===== src/rtl/openfc_pkg.sv =====
// openfc_pkg: shared decoupler state type and width helper
package openfc_pkg;
  typedef enum logic [1:0] {RUN, DRAIN, FROZEN, RELEASE} state_e;
  function automatic int clog2(input int v);
    int r;
    r = 0;
    while ((1 << r) < v) r++;
    return r;
  endfunction
endpackage


===== src/rtl/stream_idle_mon.sv =====
// stream_idle_mon: flags a stream idle after IdleCycles consecutive VALID-low cycles
module stream_idle_mon
  import openfc_pkg::*;
#(
  parameter int IdleCycles = 4
) (
  input  logic CLK,
  input  logic RST,
  input  logic VALID,
  output logic IDLE
);
  localparam int W = clog2(IdleCycles + 1);
  localparam logic [W-1:0] MAX = W'(IdleCycles);
  logic [W-1:0] cnt_q, cnt_d;
  // saturating count of VALID-low cycles, cleared by any flit
  always_comb cnt_d = VALID ? '0 : (cnt_q == MAX ? cnt_q : cnt_q + 1'b1);
  // idle counter register
  always_ff @(posedge CLK) cnt_q <= RST ? '0 : cnt_d;
  assign IDLE = cnt_q == MAX;
endmodule


===== src/rtl/pr_decoupler.sv =====
// pr_decoupler: drain, isolate and reset-sequence a reconfigurable PE region
module pr_decoupler
  import openfc_pkg::*;
#(
  parameter int NumCh        = 2,
  parameter int Width        = 64,
  parameter int IdleCycles   = 4,
  parameter int DrainTimeout = 4096,
  parameter int RstCycles    = 16
) (
  input  logic                   CLK,
  input  logic                   RST,
  input  logic                   FREEZE_REQ,
  output logic                   FREEZE_ACK,
  output logic                   PE_RST,
  output logic                   DRAIN_TIMEOUT,
  input  logic [NumCh*Width-1:0] UP_D,
  input  logic [NumCh-1:0]       UP_D_VALID,
  output logic [NumCh-1:0]       UP_D_BP,
  output logic [NumCh*Width-1:0] DN_D,
  output logic [NumCh-1:0]       DN_D_VALID,
  input  logic [NumCh-1:0]       DN_D_BP,
  input  logic [NumCh*Width-1:0] DN_Q,
  input  logic [NumCh-1:0]       DN_Q_VALID,
  output logic [NumCh-1:0]       DN_Q_BP,
  output logic [NumCh*Width-1:0] UP_Q,
  output logic [NumCh-1:0]       UP_Q_VALID,
  input  logic [NumCh-1:0]       UP_Q_BP
);
  localparam int CntMax = DrainTimeout > RstCycles ? DrainTimeout : RstCycles;
  localparam int CW = clog2(CntMax + 1);
  localparam logic [CW-1:0] TO_LAST = CW'(DrainTimeout - 1);
  localparam logic [CW-1:0] RST_LAST = CW'(RstCycles - 1);
  state_e state_q, state_d;
  logic [CW-1:0] cnt_q, cnt_d;
  logic to_q, to_d, all_idle, iso, force_bp;
  logic [2*NumCh-1:0] idle;
  genvar i;
  for (i = 0; i < NumCh; i++) begin : g_mon
    stream_idle_mon #(.IdleCycles(IdleCycles)) u_up (
      .CLK(CLK), .RST(RST), .VALID(UP_D_VALID[i]), .IDLE(idle[i])
    );
    stream_idle_mon #(.IdleCycles(IdleCycles)) u_dn (
      .CLK(CLK), .RST(RST), .VALID(DN_Q_VALID[i]), .IDLE(idle[NumCh+i])
    );
  end
  assign all_idle = &idle;
  // next state; an abort wins in DRAIN, and all-idle wins over a coincident timeout
  always_comb begin
    state_d = state_q;
    cnt_d = cnt_q;
    to_d = to_q;
    case (state_q)
      RUN: if (FREEZE_REQ) begin
        state_d = DRAIN;
        cnt_d = '0;
      end
      DRAIN: if (!FREEZE_REQ) state_d = RUN;
      else if (all_idle) state_d = FROZEN;
      else if (cnt_q == TO_LAST) begin
        state_d = FROZEN;
        to_d = 1'b1;
      end else cnt_d = cnt_q + 1'b1;
      FROZEN: if (!FREEZE_REQ) begin
        state_d = RELEASE;
        cnt_d = '0;
      end
      RELEASE: if (cnt_q == RST_LAST) state_d = RUN;
      else cnt_d = cnt_q + 1'b1;
      default: state_d = RUN;
    endcase
  end
  // state, shared counter and sticky timeout flag
  always_ff @(posedge CLK) begin
    if (RST) begin
      state_q <= RUN;
      cnt_q <= '0;
      to_q <= 1'b0;
    end else begin
      state_q <= state_d;
      cnt_q <= cnt_d;
      to_q <= to_d;
    end
  end
  assign iso = state_q == FROZEN || state_q == RELEASE;
  assign force_bp = iso || state_q == DRAIN;
  assign FREEZE_ACK = state_q == FROZEN;
  assign PE_RST = iso;
  assign DRAIN_TIMEOUT = to_q;
  assign DN_D = iso ? '0 : UP_D;
  assign DN_D_VALID = iso ? '0 : UP_D_VALID;
  assign UP_D_BP = force_bp ? '1 : DN_D_BP;
  assign UP_Q = iso ? '0 : DN_Q;
  assign UP_Q_VALID = iso ? '0 : DN_Q_VALID;
  assign DN_Q_BP = force_bp ? '1 : UP_Q_BP;
endmodule


===== config.mk =====
export PLATFORM = sky130hd
export DESIGN_NAME = pr_decoupler
export DESIGN_NICKNAME = d
export VERILOG_FILES = /design/src/rtl/openfc_pkg.sv /design/src/rtl/stream_idle_mon.sv /design/src/rtl/pr_decoupler.sv
export SDC_FILE = /design/constraint.sdc
export NUM_CORES = 1
export LEC_CHECK = 0
export CAP_MARGIN = 15
export CORE_AREA = 2 2 209 211
export DETAILED_ROUTE_END_ITERATION = 8
export DIE_AREA = 0 0 211 213
export DONT_BUFFER_PORTS = 1
export GPL_ROUTABILITY_DRIVEN = 0
export PLACE_DENSITY = 0.3
export SLEW_MARGIN = 20
export SYNTH_ARGS = -nofsm -noshare
export SYNTH_HDL_FRONTEND = slang
export SYNTH_SLANG_ARGS = --single-unit

===== constraint.sdc =====
create_clock -name CLK -period 3.3 [get_ports CLK]
set_input_delay 0.495 -clock CLK [delete_from_list [all_inputs] [get_ports CLK]]
set_output_delay 0.495 -clock CLK [all_outputs]
set_load 0.02 [all_outputs]

Yosys cells after proc, flatten, opt, wreduce, memory -nomap -nowiden
Index checks and enable logic that the tools add are counted.
- output and inout bits: 267
- word-level logic and storage cells: 61
- input bits: 267
- register bits after elaboration: 28
- bitwise operators: 1
- $add $sub $neg: 5
- reductions and logical operators: 11
- multiplexer cells: 20
- eq/ne operators: 17
- operator list (cell ; number):
    two-way mux 128 bit ; 2
    two-way mux 13 bit ; 6
    one-hot mux 13 bit (4 select lines) ; 1
    two-way mux 2 bit ; 10
    inequality test 2 bit, second input constant ; 7
    adder 13 x 1 -> 13 bit, second input constant ; 1
    == test 13 x 12 -> 1 bit, second input constant ; 1
    == test 13 x 4 -> 1 bit, second input constant ; 1
    adder 3 x 1 -> 3 bit, second input constant ; 4
    == test 3 bit, second input constant ; 4
    AND reduction 4 bit ; 3
    one-hot mux 2 bit (4 select lines) ; 1
    OR reduction 2 bit ; 4
    AND reduction 6 bit ; 1
    == test 2 bit, second input constant ; 2
    inequality test 4 bit, second input constant ; 1
    == test 2 x 1 -> 1 bit, second input constant ; 1
    zero test 2 bit ; 1
    logical OR 1 bit ; 2
    NOT 1 bit ; 1

Longest topological paths before layout
Gate-level depths: netlist of the first run.
- depth after elaboration: 5
- gate-level depth with buffers: 8
- mapped depth without buffers: 7

Hierarchy
A second synthesis of the first run with hierarchy kept.
- cells, all modules: 470
- area total of the unflattened synthesis: 3390.8 um^2
- by module, submodules not included (module ; instances ; cells an instance ; area an instance (um^2) ; seq. area each (um^2)):
    pr_decoupler ; 1 ; 402 ; 2715.1 ; 320.3
    stream_idle_mon ; 4 ; 17 ; 168.9 ; 60.1

Least setup slack after synthesis of the first run
OpenSTA, ideal clock, no wires.
- path kind: register to register
- start: register cnt_q[0]
- end: register cnt_q[10]
- path slack: 1.361 ns
- buffers on the path: 0
- required time: 3.178 ns
- period minus slack after synthesis: 1.939 ns
- arrival: 1.817 ns
- library setup time: 0.122 ns
- cell stages (with the launch flop): 7
- cells stage by stage: dfxtp_1 -> ha_1 -> nand3_2 -> or4_4 -> a21oi_2 -> nor4_1 -> a311o_1
- cells in the longest elaborated chain, start to end: 5
- elaborated cells on any way between the ends: 11
- ends and longest elaborated chain (item ; line ; RTL):
    from (decl) ; pr_decoupler.sv:35 ; logic [CW-1:0] cnt_q, cnt_d;
    from (signal assigned) ; pr_decoupler.sv:81 ; cnt_q <= cnt_d;
    adder 13 x 1 -> 13 bit ; pr_decoupler.sv:63, pr_decoupler.sv:69 ;
    two-way mux 13 bit ; pr_decoupler.sv:60 ; else if (cnt_q == TO_LAST) begin
    two-way mux 13 bit ; pr_decoupler.sv:59 ; else if (all_idle) state_d = FROZEN;
    two-way mux 13 bit ; pr_decoupler.sv:58 ; DRAIN: if (!FREEZE_REQ) state_d = RUN;
    one-hot mux 13 bit (4 select lines) ; pr_decoupler.sv:53 ; case (state_q)
Several ways; a longest one is shown, not always the timed one. The select of a mux whose other input is x is not followed.
A chain may end at the register's enable or synchronous reset.

==> results.json, run 1 <==
{
  "cpMaxStageDelayCell": "dfxtp_4",
  "dpl_cell_area_mm2": 0.00399,
  "firstDrtPassIters": 4,
  "hold_buffers": 0,
  "endpoint_kind": "output pin",
  "rows": 76,
  "syn_area_mm2": 0.00337,
  "synthMuxAreaShare_pct": 1.49,
  "ys.flop_type": "dfxtp_1",
  "r2r_cells": 7,
  "tightest_slew_ps": 944,
  "status": "complete, no violations",
  "synthSimpleGateAreaFrac_pct": 63.9,
  "holdCritPathClass": "primary input to flop",
  "finalNonFillerCells": 1010,
  "ys_ff_latch": 28,
  "holdPathStages": 1,
  "switching_share_pct": 53.1,
  "cts_tree": "yes",
  "power_frac_seq_pct": 25.9,
  "timing.fmax_mhz": 412,
  "intPower_w": 0.000662,
  "area_growth_pct": 21.3,
  "grt_use_total_pct": 9.49,
  "placed_cells": 998,
  "cts_max_path_buffers": 2,
  "leakagePower_nw": 1.39,
  "period_minus_slack_ps": 2420,
  "fin_setup_tns_ps": 0,
  "critPathRequiredTime_ps": 2800,
  "die_w_um": 211,
  "final_antenna_net_count": 0,
  "synth-compound-area-share_pct": 7.28,
  "dr.first_iter.drc_count": 231,
  "synthAdderAreaFrac_pct": 3.34,
  "clk_latency_ps": 270,
  "yosysUniqueCellTypes": 45,
  "nets": 733,
  "vias_per_cell": 3.47,
  "htreeDepth": 1,
  "maxCapViolations": 0,
  "ys_seq_area_share_pct": 16.6,
  "min_period_over_period_pct": 73.5,
  "yosys_warnings": 0,
  "worstSetupPathType": "flop to output pin",
  "synth_top_family_by_area": "simple AND/OR/NAND/NOR gates",
  "wl_um": 23700,
  "die_y_um": 213,
  "relSlewSlack_pct": 37.0,
  "synth-edff-count": 0,
  "pwr-share-comb_pct": 53.3,
  "grt_overflow": 0,
  "dpl_worst_slack_ps": 932,
  "cpPeakStageDelay_ps": 580,
  "rsz0062_at_grt": "no",
  "fin_skew_ps": 4.16,
  "critical_path_arrival_ps": 1930,
  "crit_path_start_kind": "flop",
  "path_delay_family": "buffers and inverters",
  "switching_power_w": 0.000749,
  "wl_per_cell_um": 23.5,
  "core_mm2": 0.0427,
  "final-max-slew-violation-count": 0,
  "grt_antenna_before_repair": 25,
  "post-cts-setup-buffers": 0,
  "root_buffer": "clkbuf_16",
  "fin_area_mm2": 0.00409,
  "grt_pass1_wl_um": 28800,
  "dr_total_vias": 3508,
  "cts_buffers": 3,
  "worstPathCellList": "buf_12 > buf_4 > nor2b_1",
  "num-fill-cells": 4923,
  "setup_ws_ps": 876,
  "drive_above_1_share_pct": 4.61,
  "port_buffers": 0,
  "initial_core_util_pct": 7.89,
  "synth_cells": 482,
  "grt_pass1_vias": 2988,
  "cts-resized-gates": 0,
  "syn-mean-instance-area_um2": 6.99,
  "path_clk_slew_ps": 70,
  "powerDensity_mw_per_mm2": 345,
  "irDropWorstVdd_v": 0.000162,
  "clock-sinks": 28,
  "setup_viol": 0,
  "post-route-drc-count": 0,
  "grt_max_degree": 84,
  "die_area_mm2": 0.0449,
  "synth_nets": 758,
  "critPathBufInv": 2,
  "place_hpwl_um": 21100,
  "crit_fanout": 83,
  "async_flop_share_pct": 0,
  "yosys.area_share.xor_xnor_pct": 1.04,
  "worst_hold_slack_ps": 295,
  "p_clk_share_pct": 20.8,
  "cp.depth": 3,
  "hold_violations": 0,
  "pin_count": 534
}
==> synthesized netlist by cell type (all sizes together), types with 6 or more instances <==
cell    instances  area share, %
nor2b         267             50
nand4           7            1.3
nand3          13            2.5
nand2          13            1.4
inv            12            1.3
clkbuf         34            3.8
dfxtp          28             17
o21ai           9            1.3
nor4            8            1.5
buf             6            1.2
ha              9            3.3
nor3           18            2.7
==> registers in the layout, indices dropped and copies added, names as in the netlist, named ones only <==
register          cells
g_mon.u_dn.cnt_q      6
cnt_q                13
g_mon.u_up.cnt_q      6
DRAIN_TIMEOUT         1
state_q               1
==> metal layers <==
metal / track usage, % / part of all wire, % / routed length (um) / vias to the layer above
li1: - / - / - / 1511
met1: 10.8 / 36 / 8560 / 1653
met2: 14.8 / 46 / 11000 / 266
met3: 6.88 / 16 / 3790 / 52
met4: 0.753 / 1.0 / 245 / 26
met5: 0 / 0.68 / 161 / -
==> power by group through the flow <==
stage	Sequential (W)	Clock, W	Combinational [W]
finish	0.000365	0.000294	0.000751
CTS	0.000367	0.000309	0.000761
detailed placement	0.000375	0	0.000759
global route	0.000369	0.000321	0.000799
floorplan	0.000360	0	0.000629
global placement	0.000374	0	0.000768
==> cell families (layout without fill, tap and decap cells) <==
| kind of cell | Yosys count | count (layout) |
|---|---|---|
| DFF | 28 | 28 |
| and+or+nand+nor | 350 | 350 |
| muxes | 5 | 5 |
| AOI/OAI and AO/OA | 34 | 34 |
| adders and majority gates | 9 | 9 |
| xor gates and xnor gates | 4 | 4 |
| other | 0 | 8 |
| buffers and inverters | 52 | 26 |
==> cells in the final DEF (no fill, tap or decap), types with 2 or more instances in the layout <==
cell       count
or3_1          4
clkbuf_16      3
a21o_1         3
xnor2_1        4
nand2_1       13
nand2b_1       2
o21a_1         2
diode_2        8
a21oi_1        3
nand4_1        7
nor2_1         4
nand3b_1       4
mux2i_1        5
nand3_1       11
o22ai_1        2
o31ai_1        2
buf_4          8
nor4_1         8
ha_1           9
buf_12         2
and3_1         3
nor3b_1        2
dfxtp_1       27
o21ai_0        9
nor3_1        18
a22o_1         3
inv_1         12
nor2b_1      267
==> per-stage QoR <==
stage / utilization [%] / power (W)
after floorplan: - / 0.000989
after global placement: 9.34 / 0.00114
after detailed placement: 9.34 / 0.00113
after CTS: 9.52 / 0.00144
after global routing: 9.52 / 0.00149
final: 9.57 / 0.00141
==> final timing paths <==
| check | startpoint | to | slack, ps |
|---|---|---|---|
| setup / recovery | flop | FREEZE_ACK | 880 |
| hold reg to reg | cnt_q[1] | cnt_q[1] | 510 |
| setup reg to reg | cnt_q[0] | cnt_q[4] | 910 |
| hold / removal | DN_Q_VALID[1] | g_mon[1].u_dn.cnt_q[1] | 290 |
==> layout make-up <==
cell class	count	area, um^2	area share (%)
Multi-Input combinational cell	402	2590	63.5
Inverter	12	45.0	1.10
Tap cell	546	683	16.7
Antenna cell	8	20.0	0.490
Timing Repair Buffer	10	100	2.45
Sequential cell	28	564	13.8
Clock buffer	4	78.8	1.93
==> worst reg2reg max path: stages (launching register included) <==
cell and delay (ps):
dfxtp_1 390, ha_1 230, nand3_2 190, or4_4 590, a21oi_2 300, buf_4 240, nor3_1 100, a22o_1 240
Power figures use the tool's default switching activity.
==> inputs of run 2 (changes only) <==
==> constraint.sdc (replaced) <==
create_clock -name CLK -period 2.15 [get_ports CLK]
set_input_delay 0.3225 -clock CLK [delete_from_list [all_inputs] [get_ports CLK]]
set_output_delay 0.3225 -clock CLK [all_outputs]
set_load 0.02 [all_outputs]
==> results.json, run 2 (synthesized netlist as in run 1, its figures left out) <==
{
  "grt_max_degree": 95,
  "port_buffers": 0,
  "wl_per_cell_um": 22.2,
  "switching_power_w": 0.00116,
  "hold_violations": 0,
  "reg2reg_from": "cnt_q[0]",
  "cpPeakStageDelay_ps": 560,
  "grt_use_total_pct": 9.61,
  "holdPathStages": 1,
  "clk_latency_ps": 270,
  "post-route-drc-count": 0,
  "grt_pass1_vias": 3314,
  "htreeDepth": 1,
  "dpl_worst_slack_ps": 120,
  "power_frac_seq_pct": 23.2,
  "r2r_slack_ps": 120,
  "fin_skew_ps": 5.63,
  "clock-sinks": 28,
  "rsz0062_at_grt": "no",
  "holdCritPathClass": "primary input to flop",
  "min_period_over_period_pct": 94.2,
  "hold_path_end": "g_mon[1].u_dn.cnt_q[2]",
  "rr_endpoint": "cnt_q[0]",
  "setup_ws_ps": 124,
  "initial_core_util_pct": 7.89,
  "cts_tree": "yes",
  "die_w_um": 211,
  "switching_share_pct": 49.3,
  "rows": 76,
  "timing.fmax_mhz": 494,
  "drive_above_1_share_pct": 16.6,
  "crit_fanout": 10,
  "maxCapViolations": 0,
  "firstDrtPassIters": 4,
  "cts-resized-gates": 0,
  "hp-start": "DN_Q_VALID[1]",
  "cpMaxStageDelayCell": "or4_4",
  "nets": 796,
  "final-max-slew-violation-count": 0,
  "worstSetupPathType": "flop to flop",
  "status": "complete, no violations",
  "period_minus_slack_ps": 2030,
  "powerDensity_mw_per_mm2": 508,
  "pin_count": 534,
  "p_clk_share_pct": 22.7,
  "place_hpwl_um": 21300,
  "die_area_mm2": 0.0449,
  "intPower_w": 0.00120,
  "largest_reg_flops": 13,
  "setup_viol": 0,
  "crit_path_start_kind": "flop",
  "root_buffer": "clkbuf_16",
  "worstPathCellList": "ha_1 > nand3_2 > or4_4 > a21o_2 > a311oi_1",
  "vias_per_cell": 3.48,
  "final_antenna_net_count": 0,
  "leakagePower_nw": 1.71,
  "area_growth_pct": 37.9,
  "cts_max_path_buffers": 2,
  "endpoint_kind": "flop",
  "die_y_um": 213,
  "core_mm2": 0.0427,
  "cts_buffers": 3,
  "mostFrequentLayoutCells": "nor2b_1 (267), buf_4 (69), dfxtp_1 (27)",
  "irDropWorstVdd_v": 0.000345,
  "wl_um": 24100,
  "hold_buffers": 0,
  "critical_path_arrival_ps": 2200,
  "tightest_slew_ps": 608,
  "grt_antenna_before_repair": 46,
  "post-cts-setup-buffers": 0,
  "dr_total_vias": 3772,
  "layout_commonest_cell": "nor2b_1",
  "r2r_cells": 5,
  "reg_top3": "cnt_q: 13 flops, g_mon.u_dn.cnt_q: 6 flops, g_mon.u_up.cnt_q: 6 flops",
  "grt_pass1_wl_um": 29600,
  "num-fill-cells": 4919,
  "fin_setup_tns_ps": 0,
  "grt_overflow": 0,
  "path_clk_slew_ps": 80,
  "dr.first_iter.drc_count": 225,
  "top_register": "cnt_q",
  "pwr-share-comb_pct": 54.1,
  "critPathRequiredTime_ps": 2320,
  "relSlewSlack_pct": 59.4
}
-- run 2: cell types whose count changed in the layout (fill, tap and decap cells not counted) --
cell / before / now
buf_4: 8 / 69
diode_2: 8 / 20
buf_12: 2 / 4
a21o_1: 3 / 2
a21o_2: 0 / 1
a21oi_2: 1 / 0
a21oi_4: 0 / 1
clkbuf_1: 1 / 0
clkbuf_16: 3 / 4
-- run 2: final cells by class --
class / instances / area, um^2 / share of cell area, %
Multi-Input combinational cell: 402 / 2600 / 56.0
Antenna cell: 20 / 50.0 / 1.08
Clock buffer: 4 / 100 / 2.16
Inverter: 12 / 45.0 / 0.970
Sequential cell: 28 / 564 / 12.2
Timing Repair Buffer: 73 / 598 / 12.9
Tap cell: 546 / 683 / 14.7
-- run 2: worst max-delay path: cells and delay by family, from the launching register on --
| family | cells | cell delay, ps |
|---|---|---|
| and+or+nand+nor | 2 | 660 |
| DFF | 1 | 400 |
| adders and majority gates | 1 | 230 |
| AOI/OAI and AO/OA | 2 | 620 |
-- run 2: metrics by stage --
stage | cell area, um^2 | total power (W) | hold WS, ps | std cells | util [%]
after CTS | 4580 | 0.00240 | 107 | 1065 | 10.7
after floorplan | 3370 | 0.00152 | 399 | 482 | -
final | 4640 | 0.00236 | 119 | 1085 | 10.9
after global routing | 4620 | 0.00248 | 104 | 1076 | 10.8
after global placement | 4480 | 0.00185 | 403 | 1061 | 10.5
after detailed placement | 4480 | 0.00184 | 404 | 1061 | 10.5
-- run 2: power groups by stage --
stage / clock (W) / combinational (W) / sequential (W)
after global routing: 0.000577 / 0.00135 / 0.000549
final: 0.000536 / 0.00128 / 0.000547
after detailed placement: 0 / 0.00128 / 0.000560
after floorplan: 0 / 0.000965 / 0.000553
after CTS: 0.000563 / 0.00129 / 0.000547
after global placement: 0 / 0.00129 / 0.000559
-- run 2: routing by layer --
metal,wire (um),GRT usage [%],share of wire (%),up-vias
li1,-,-,-,1658
met2,11000,14.9,46,280
met3,3370,6.32,14,58
met1,9190,11.3,38,1742
met4,314,1.19,1.3,34
met5,223,0,0.93,-
-- run 2: how the worst max path moves through the flow --
| stage | start | end | slack, ps |
|---|---|---|---|
| after floorplan | cnt_q[0] | cnt_q[10] | 210 |
| after global placement | cnt_q[0] | cnt_q[3] | 120 |
| after detailed placement | cnt_q[0] | cnt_q[3] | 120 |
| after CTS | cnt_q[0] | cnt_q[0] | 110 |
| after global routing | cnt_q[0] | cnt_q[3] | 40 |
| final | cnt_q[0] | cnt_q[0] | 120 |
